File: src/rtl/shift_sequencer.sv
//==============================================================================
// Module      : shift_sequencer
// Description : Controller for the one-step barrel shifter. It holds the
//               working word, debounces the push-buttons and runs an optional
//               auto-shift timer. Each shift step captures the shifter's
//               result and shifted-out bit back into the word.
// Revision    : 1.0 - initial release
//==============================================================================
`default_nettype none

module shift_sequencer #(
    parameter int WIDTH           = 16,
    parameter int DEBOUNCE_CYCLES = 1000000,
    parameter int AUTO_DIV        = 25000000   // must be >= 2
) (
    input  logic             clock,
    input  logic             reset_n,
    input  logic [WIDTH-1:0] sw_val,
    input  logic             btn_load,
    input  logic             btn_left,
    input  logic             btn_right,
    input  logic             mode_rotate,
    input  logic             fill_bit,
    input  logic             auto_en,
    output logic [WIDTH-1:0] sh_val,
    output logic             sh_dir,
    output logic             sh_in,
    input  logic [WIDTH-1:0] sh_res,
    input  logic             sh_out,
    output logic [WIDTH-1:0] led,
    output logic             carry,
    output logic [7:0]       shift_count,
    output logic             busy
);

    localparam int CNT_W  = $clog2(DEBOUNCE_CYCLES + 1);
    localparam int TICK_W = $clog2(AUTO_DIV + 1);

    typedef enum logic [1:0] {
        S_IDLE  = 2'd0,
        S_LOAD  = 2'd1,
        S_SHIFT = 2'd2,
        S_AUTO  = 2'd3
    } state_t;

    // Button index 0 = load, 1 = left, 2 = right.
    logic [2:0] w_btn_raw;
    logic [2:0] w_pulse;

    assign w_btn_raw = {btn_right, btn_left, btn_load};

    for (genvar gi = 0; gi < 3; gi++) begin : g_btn
        logic             sync1_q;
        logic             sync2_q;
        logic             level_q;
        logic             pulse_q;
        logic [CNT_W-1:0] cnt_q;

        // Synchronise, debounce, and emit a one-cycle pulse on an accepted press.
        always_ff @(posedge clock) begin
            if (!reset_n) begin
                sync1_q <= 1'b0;
                sync2_q <= 1'b0;
                level_q <= 1'b0;
                pulse_q <= 1'b0;
                cnt_q   <= '0;
            end else begin
                sync1_q <= w_btn_raw[gi];
                sync2_q <= sync1_q;
                pulse_q <= 1'b0;
                if (sync2_q != level_q) begin
                    if (cnt_q == CNT_W'(DEBOUNCE_CYCLES - 1)) begin
                        level_q <= sync2_q;
                        cnt_q   <= '0;
                        pulse_q <= sync2_q;
                    end else begin
                        cnt_q <= cnt_q + CNT_W'(1);
                    end
                end else begin
                    cnt_q <= '0;
                end
            end
        end

        assign w_pulse[gi] = pulse_q;
    end

    logic w_p_load;
    logic w_p_left;
    logic w_p_right;

    assign w_p_load  = w_pulse[0];
    assign w_p_left  = w_pulse[1];
    assign w_p_right = w_pulse[2];

    logic auto_s1_q;
    logic auto_s2_q;

    // Two-flop synchroniser for the auto-shift enable switch.
    always_ff @(posedge clock) begin
        if (!reset_n) begin
            auto_s1_q <= 1'b0;
            auto_s2_q <= 1'b0;
        end else begin
            auto_s1_q <= auto_en;
            auto_s2_q <= auto_s1_q;
        end
    end

    state_t              state_q, state_d;
    logic [WIDTH-1:0]    word_q, word_d;
    logic                dir_q, dir_d;
    logic                carry_q, carry_d;
    logic [7:0]          count_q, count_d;
    logic [TICK_W-1:0]   tick_q, tick_d;
    logic [TICK_W-1:0]   w_tick_inc;

    assign w_tick_inc = tick_q + TICK_W'(1);

    // Sequencer state and working-word registers.
    always_ff @(posedge clock) begin
        if (!reset_n) begin
            state_q <= S_IDLE;
            word_q  <= '0;
            dir_q   <= 1'b1;
            carry_q <= 1'b0;
            count_q <= '0;
            tick_q  <= '0;
        end else begin
            state_q <= state_d;
            word_q  <= word_d;
            dir_q   <= dir_d;
            carry_q <= carry_d;
            count_q <= count_d;
            tick_q  <= tick_d;
        end
    end

    // Next-state logic; load beats left beats right, lower pulses are dropped.
    always_comb begin
        state_d = state_q;
        word_d  = word_q;
        dir_d   = dir_q;
        carry_d = carry_q;
        count_d = count_q;
        tick_d  = tick_q;
        case (state_q)
            S_IDLE: begin
                if (w_p_load) begin
                    state_d = S_LOAD;
                end else if (w_p_left) begin
                    dir_d   = 1'b1;
                    state_d = S_SHIFT;
                end else if (w_p_right) begin
                    dir_d   = 1'b0;
                    state_d = S_SHIFT;
                end else if (auto_s2_q) begin
                    tick_d  = '0;
                    state_d = S_AUTO;
                end
            end
            S_LOAD: begin
                word_d  = sw_val;
                carry_d = 1'b0;
                count_d = '0;
                state_d = S_IDLE;
            end
            S_SHIFT: begin
                word_d  = sh_res;
                carry_d = sh_out;
                count_d = count_q + 8'd1;
                tick_d  = '0;
                state_d = auto_s2_q ? S_AUTO : S_IDLE;
            end
            default: begin // S_AUTO
                if (w_p_load) begin
                    state_d = S_LOAD;
                end else if (!auto_s2_q) begin
                    tick_d  = '0;
                    state_d = S_IDLE;
                end else begin
                    // Direction buttons only steer the timer-driven steps.
                    if (w_p_left) begin
                        dir_d = 1'b1;
                    end else if (w_p_right) begin
                        dir_d = 1'b0;
                    end
                    if (w_tick_inc == TICK_W'(AUTO_DIV - 1)) begin
                        tick_d  = '0;
                        state_d = S_SHIFT;
                    end else begin
                        tick_d = w_tick_inc;
                    end
                end
            end
        endcase
    end

    // Rotate bit taken from the word itself so no loop forms through the shifter.
    assign sh_in       = mode_rotate ? (dir_q ? word_q[WIDTH-1] : word_q[0]) : fill_bit;
    assign sh_val      = word_q;
    assign sh_dir      = dir_q;
    assign led         = word_q;
    assign carry       = carry_q;
    assign shift_count = count_q;
    assign busy        = (state_q == S_LOAD) || (state_q == S_SHIFT);

endmodule

`default_nettype wire

File: config.mk
export PLATFORM = sky130hd
export DESIGN_NAME = shift_sequencer
export DESIGN_NICKNAME = d
export VERILOG_FILES = /design/src/rtl/shift_sequencer.sv
export SDC_FILE = /design/constraint.sdc
export NUM_CORES = 1
export LEC_CHECK = 0
export CORE_AREA = 2 2 120 122
export CTS_CLUSTER_DIAMETER = 50
export CTS_CLUSTER_SIZE = 10
export DETAILED_ROUTE_END_ITERATION = 8
export DIE_AREA = 0 0 122 124
export PLACE_DENSITY = 0.65
export RECOVER_POWER = 50
export REMOVE_ABC_BUFFERS = 1
export SYNTH_ARGS = -nofsm -noshare
export SYNTH_HDL_FRONTEND = slang
export SYNTH_SLANG_ARGS = --single-unit
File: constraint.sdc
create_clock -name clock -period 3.2 [get_ports clock]
set_input_delay 0.64 -clock clock [delete_from_list [all_inputs] [get_ports clock]]
set_output_delay 0.64 -clock clock [all_outputs]
set_load 0.02 [all_outputs]
# Word-level counts from Yosys, hierarchy flattened
# Cells that the tools add are included.
[classes]
n_addsub = 5
eq_ne = 16
n_mux = 28
bitwise_logic = 7
n_reduce_logical = 17
[op_table]
columns = ["operator", "count"]
rows = [
  ["$mux 25", 7],
  ["$pmux 25 s3", 1],
  ["$add 20x1->20 const B", 3],
  ["$eq 20x20->1 const B", 3],
  ["$pmux 16 s2", 1],
  ["$add 25x1->25 const B", 1],
  ["$eq 25x25->1 const B", 1],
  ["$mux 2", 8],
  ["$pmux 8 s2", 1],
  ["$reduce_and 3->1", 4],
  ["$reduce_or 3->1", 3],
  ["$add 8x1->8 const B", 1],
  ["$ne 2x2->1 const B", 4],
  ["$reduce_and 2->1", 4],
  ["$mux 1", 7],
  ["$not 1->1", 7],
  ["$ne 6x2->1 const B", 1],
  ["$pmux 2 s3", 1],
  ["$reduce_and 6->1", 1],
  ["$ne 5x5->1 const B", 1],
  ["$pmux 1 s2", 2],
  ["$reduce_bool 2->1", 2],
  ["$ne 1x1->1", 3],
  ["$eq 2x1->1 const B", 1],
  ["other kinds (5)", 5],
]
[totals]
reg_bits = 127
input_bits = 41

# Depth between registers and ports, before layout
[depth]
ltp_word = 6
mapped_depth = 11

# Worst setup path after synthesis
# OpenSTA, ideal clock, no wires.
[synth_timing]
kind = "register to register"
startpoint = "register tick_q[0]"
endpoint = "register tick_q[11]"
setup_time_ns = 0.117
arrival_ns = 2.694
t_required_ns = 3.083
path_slack_ns = 0.389
path_stages_with_launch = 10
synth_period_minus_slack_ns = 2.811
cell_sequence = "dfxtp_1 ha_1 nand3_1 or4_4 or3_1 a2111oi_0 nor3b_2 a311oi_2 buf_6 a22o_1"
[synth_via]
elab_chain_cells = 6
[synth_lines]
columns = ["element", "line", "source"]
rows = [
  ["from (decl)", "115", "logic [TICK_W-1:0] tick_q, tick_d;"],
  ["from (signal assigned)", "135", "tick_q <= tick_d;"],
  ["$add 25x1->25 *", "118", "assign w_tick_inc = tick_q + TICK_W'(1);"],
  ["$eq 25x25->1", "188", "if (w_tick_inc == TICK_W'(AUTO_DIV - 1)) begin"],
  ["$mux 25 *", "188", ""],
  ["$mux 25 *", "178", "end else if (!auto_s2_q) begin"],
  ["$mux 25 *", "176", "if (w_p_load) begin"],
  ["$pmux 25 s3 *", "147", "case (state_q)"],
]
# Mark *: on every way between the ends. The rest lies on a longest branch, timed or not. The select of a mux whose other input is x is not followed.
# A chain may end at the register's enable or synchronous reset.

# Final worst setup path
[layout_timing]
startpoint = "register tick_q[0]"
endpoint = "register tick_q[18]"
# The elaborated chain is that of the path after synthesis.

==> flow_summary.toml <==
[timing]
worst_pin_slew_ns = 0.890
fin_crit_ns = 2.97
setup_viol = 0
maxSlewViolCount = 0
maxSlewHeadroom = 0.407
finalHoldViolations = 0
fmax_mhz = 337
skew_ns = 0.0185
holdWs_ns = 0.444
period_share = 0.928
fin_ws_ns = 0.229

[min_path]
hp-start = "g_btn[2].sync1_q"
hold_class = "register to register"

[global_routing]
met1_usage = 0.235
grt_pass1_vias = 4926
top_usage_layer = "met2"
grt_antenna_before_repair = 0
use_met3 = 0.0417
grt_start_max_net_pins = 42
grt_util_met2 = 0.308
grt_pass1_wl_um = 22600
gr-total-overflow = 0
grt.total_usage = 0.184

[setup_path]
required_ns = 3.50
cp.arrival_ns = 3.28
cp_slowest_cell = "or4_4"
slowest_delay_ns = 0.57
critPathKind = "register to register"
crit_start = "tick_q[0]"
worst-path-max-fanout = 24
cp-start-kind = "register"
worstReg2RegStart = "tick_q[0]"
endpoint_kind = "register"
cp_cell_sequence = "ha_1, nand3_1, or4_4, or3_1, a2111oi_1, nor3b_2, a311oi_2, buf_4, a21boi_0, a21o_1"

[power]
p_sw_w = 0.00159
powerDensity_nw_per_um2 = 651
p_leak_nw = 2.69
peakVddDrop_v = 0.000373
seqPwrFrac = 0.363
combPwrFrac = 0.262
clockPowerShare = 0.375
p_int_w = 0.00333
switching_share = 0.323

[cells_and_area]
num_antenna_cells = 0
final_nets = 836
nFillCells = 1243
drive_gt1_frac = 0.0727
syn_to_final_growth_pct = 24.4

[clock_tree]
cts_root_buffer = "clkbuf_16"
clock_latency_ns = 0.42
cts_tree = "built"
cts_buffers = 17
h-tree-depth = 4
cts.sinks = 127
post_cts_buffers = 0
cts_max_path_buffers = 2
clk_pin_slew_worst_paths_ns = 0.06

[floorplan]
boundaryPins = 85
rows = 43
die_area_um2 = 15100
dieHeight_um = 124
coreArea_um2 = 13700
start_util = 0.443
die_x_um = 122

[logic_synthesis]
synth.distinct_cells = 58
netlist_area_um2 = 6070
synth_ff_type = "dfxtp_1"
ys_warn_count = 0
postSynthCellCount = 715
synth_area_leaders = "dfxtp_1, nor2_1, xor2_1"
synth_top_area_share = 0.419
ys_async_sr_fraction = 0
synth-edff-count = 0
synth.most_common_cell = "dfxtp_1"
synth_common_cells = "dfxtp_1, nor2_1, nand2_1"
ys_ff_latch = 127
syn_avg_cell_area_um2 = 8.49
synth_top_area_cell = "dfxtp_1"
seq_area_frac_synth = 0.419

[detailed_routing]
wl_um = 13400
post_drt_wl_per_cell_um = 13.7
via_count = 5074
drt_pass1_iterations = 5
drtIter0Drc = 340
drtAntennaViolNets = 0
routed_via_density = 5.19
drc = 0

[run]
maxCapViolations = 0

[placed_design]
portBuffers = 84
pre_cts_ws_ns = 0.216
hpwl_um = 9630
gp_congestion = 0.866

[status]
status = "complete, no violations"
## state kept, by name (all words and copies together), names as in the netlist
register,cells
led,16
g_btn.cnt_q,60
state_q,2
g_btn.level_q,3
auto_s2_q,1
shift_count,8
g_btn.pulse_q,3
g_btn.sync1_q,3
tick_q,25
sh_dir,1
g_btn.sync2_q,3
carry,1
auto_s1_q,1
## layer usage
metal	share of wire	vias up
li1	-	2606
met1	0.45	2376
met2	0.50	82
met3	0.037	10
met4	0.0083	0
met5	0	-
## stage by stage
step,instance area [um2],std cells,TNS (ns),power [W],util
floorplan,5820,669,0,0.00258,-
global placement,6980,946,0,0.00316,0.509
detailed placement,6980,946,0,0.00318,0.509
CTS,7560,978,0,0.00505,0.551
global route,7550,978,-0.00813,0.00516,0.551
finish,7550,978,0,0.00492,0.551
## cells by family (layout without fill, tap and decap cells)
family,count (synthesis),count (layout),share of synthesized area
AO/OA/AOI/OAI,92,92,0.0966
XOR/XNOR,70,70,0.101
adder cells (fa/ha/maj),10,10,0.0206
buffers and inverters,63,146,0.0521
flip-flops,127,127,0.419
multiplexers,23,23,0.0379
AND/OR/NAND/NOR,330,330,0.273
## power by group through the flow
stage                     clock (W)  sequential, W  combinational [W]
after floorplan                   0        0.00203           0.000558
after global placement            0        0.00182            0.00133
after detailed placement          0        0.00183            0.00135
after CTS                   0.00189        0.00180            0.00137
after global routing        0.00195        0.00180            0.00141
final                       0.00184        0.00179            0.00129
## cell type report
class                   count  area, um2  share of cell area
repair buffers             97        928               0.123
clock inverters            13        130              0.0172
well taps                 180        225              0.0298
clock buffers              19        443              0.0586
inverters                  17       63.8             0.00845
multi-input cells         525       3220               0.426
flip-flops and latches    127       2550               0.337
## cell usage in the layout, fill, tap and decap left out, types with 4 or more instances in the layout
cell type,instances
a211oi_1,17
a21oi_1,19
a31oi_1,5
and2_0,5
and2_1,5
and3_1,12
and4_1,4
buf_4,10
clkbuf_16,17
clkdlybuf4s50_1,41
dfxtp_1,124
dlygate4sd3_1,43
ha_1,10
inv_1,17
inv_6,4
mux2i_1,23
nand2_1,60
nand2b_1,6
nand3_1,47
nand4_1,17
nor2_1,105
nor2b_1,8
nor3_1,17
nor4_1,5
nor4b_1,6
o21ai_0,25
o22ai_1,4
or3_1,13
xnor2_1,27
xor2_1,43
## path summary, 6_finish.rpt
path / to / slack, ns / cells past startpoint
max: tick_q[18] / 0.23 / 10
min: g_btn[2].sync2_q / 0.44 / 1
max reg2reg: tick_q[18] / 0.23 / 10
min reg2reg: g_btn[2].sync2_q / 0.44 / 1
## worst max-delay path, delay by kind of cell, from the launching register on
kind	cells	cell delay [ns]
compound gates	4	0.80
fa+ha+maj	1	0.19
simple gates	4	1.29
buf+inv	1	0.24
flops	1	0.34
## timing repair
action                                  CTS  global route
endpoints found under the setup margin    0            17
resized for setup                         0             5
hold buffers                              0             0
No activity file was read; power rests on OpenSTA's default activity.
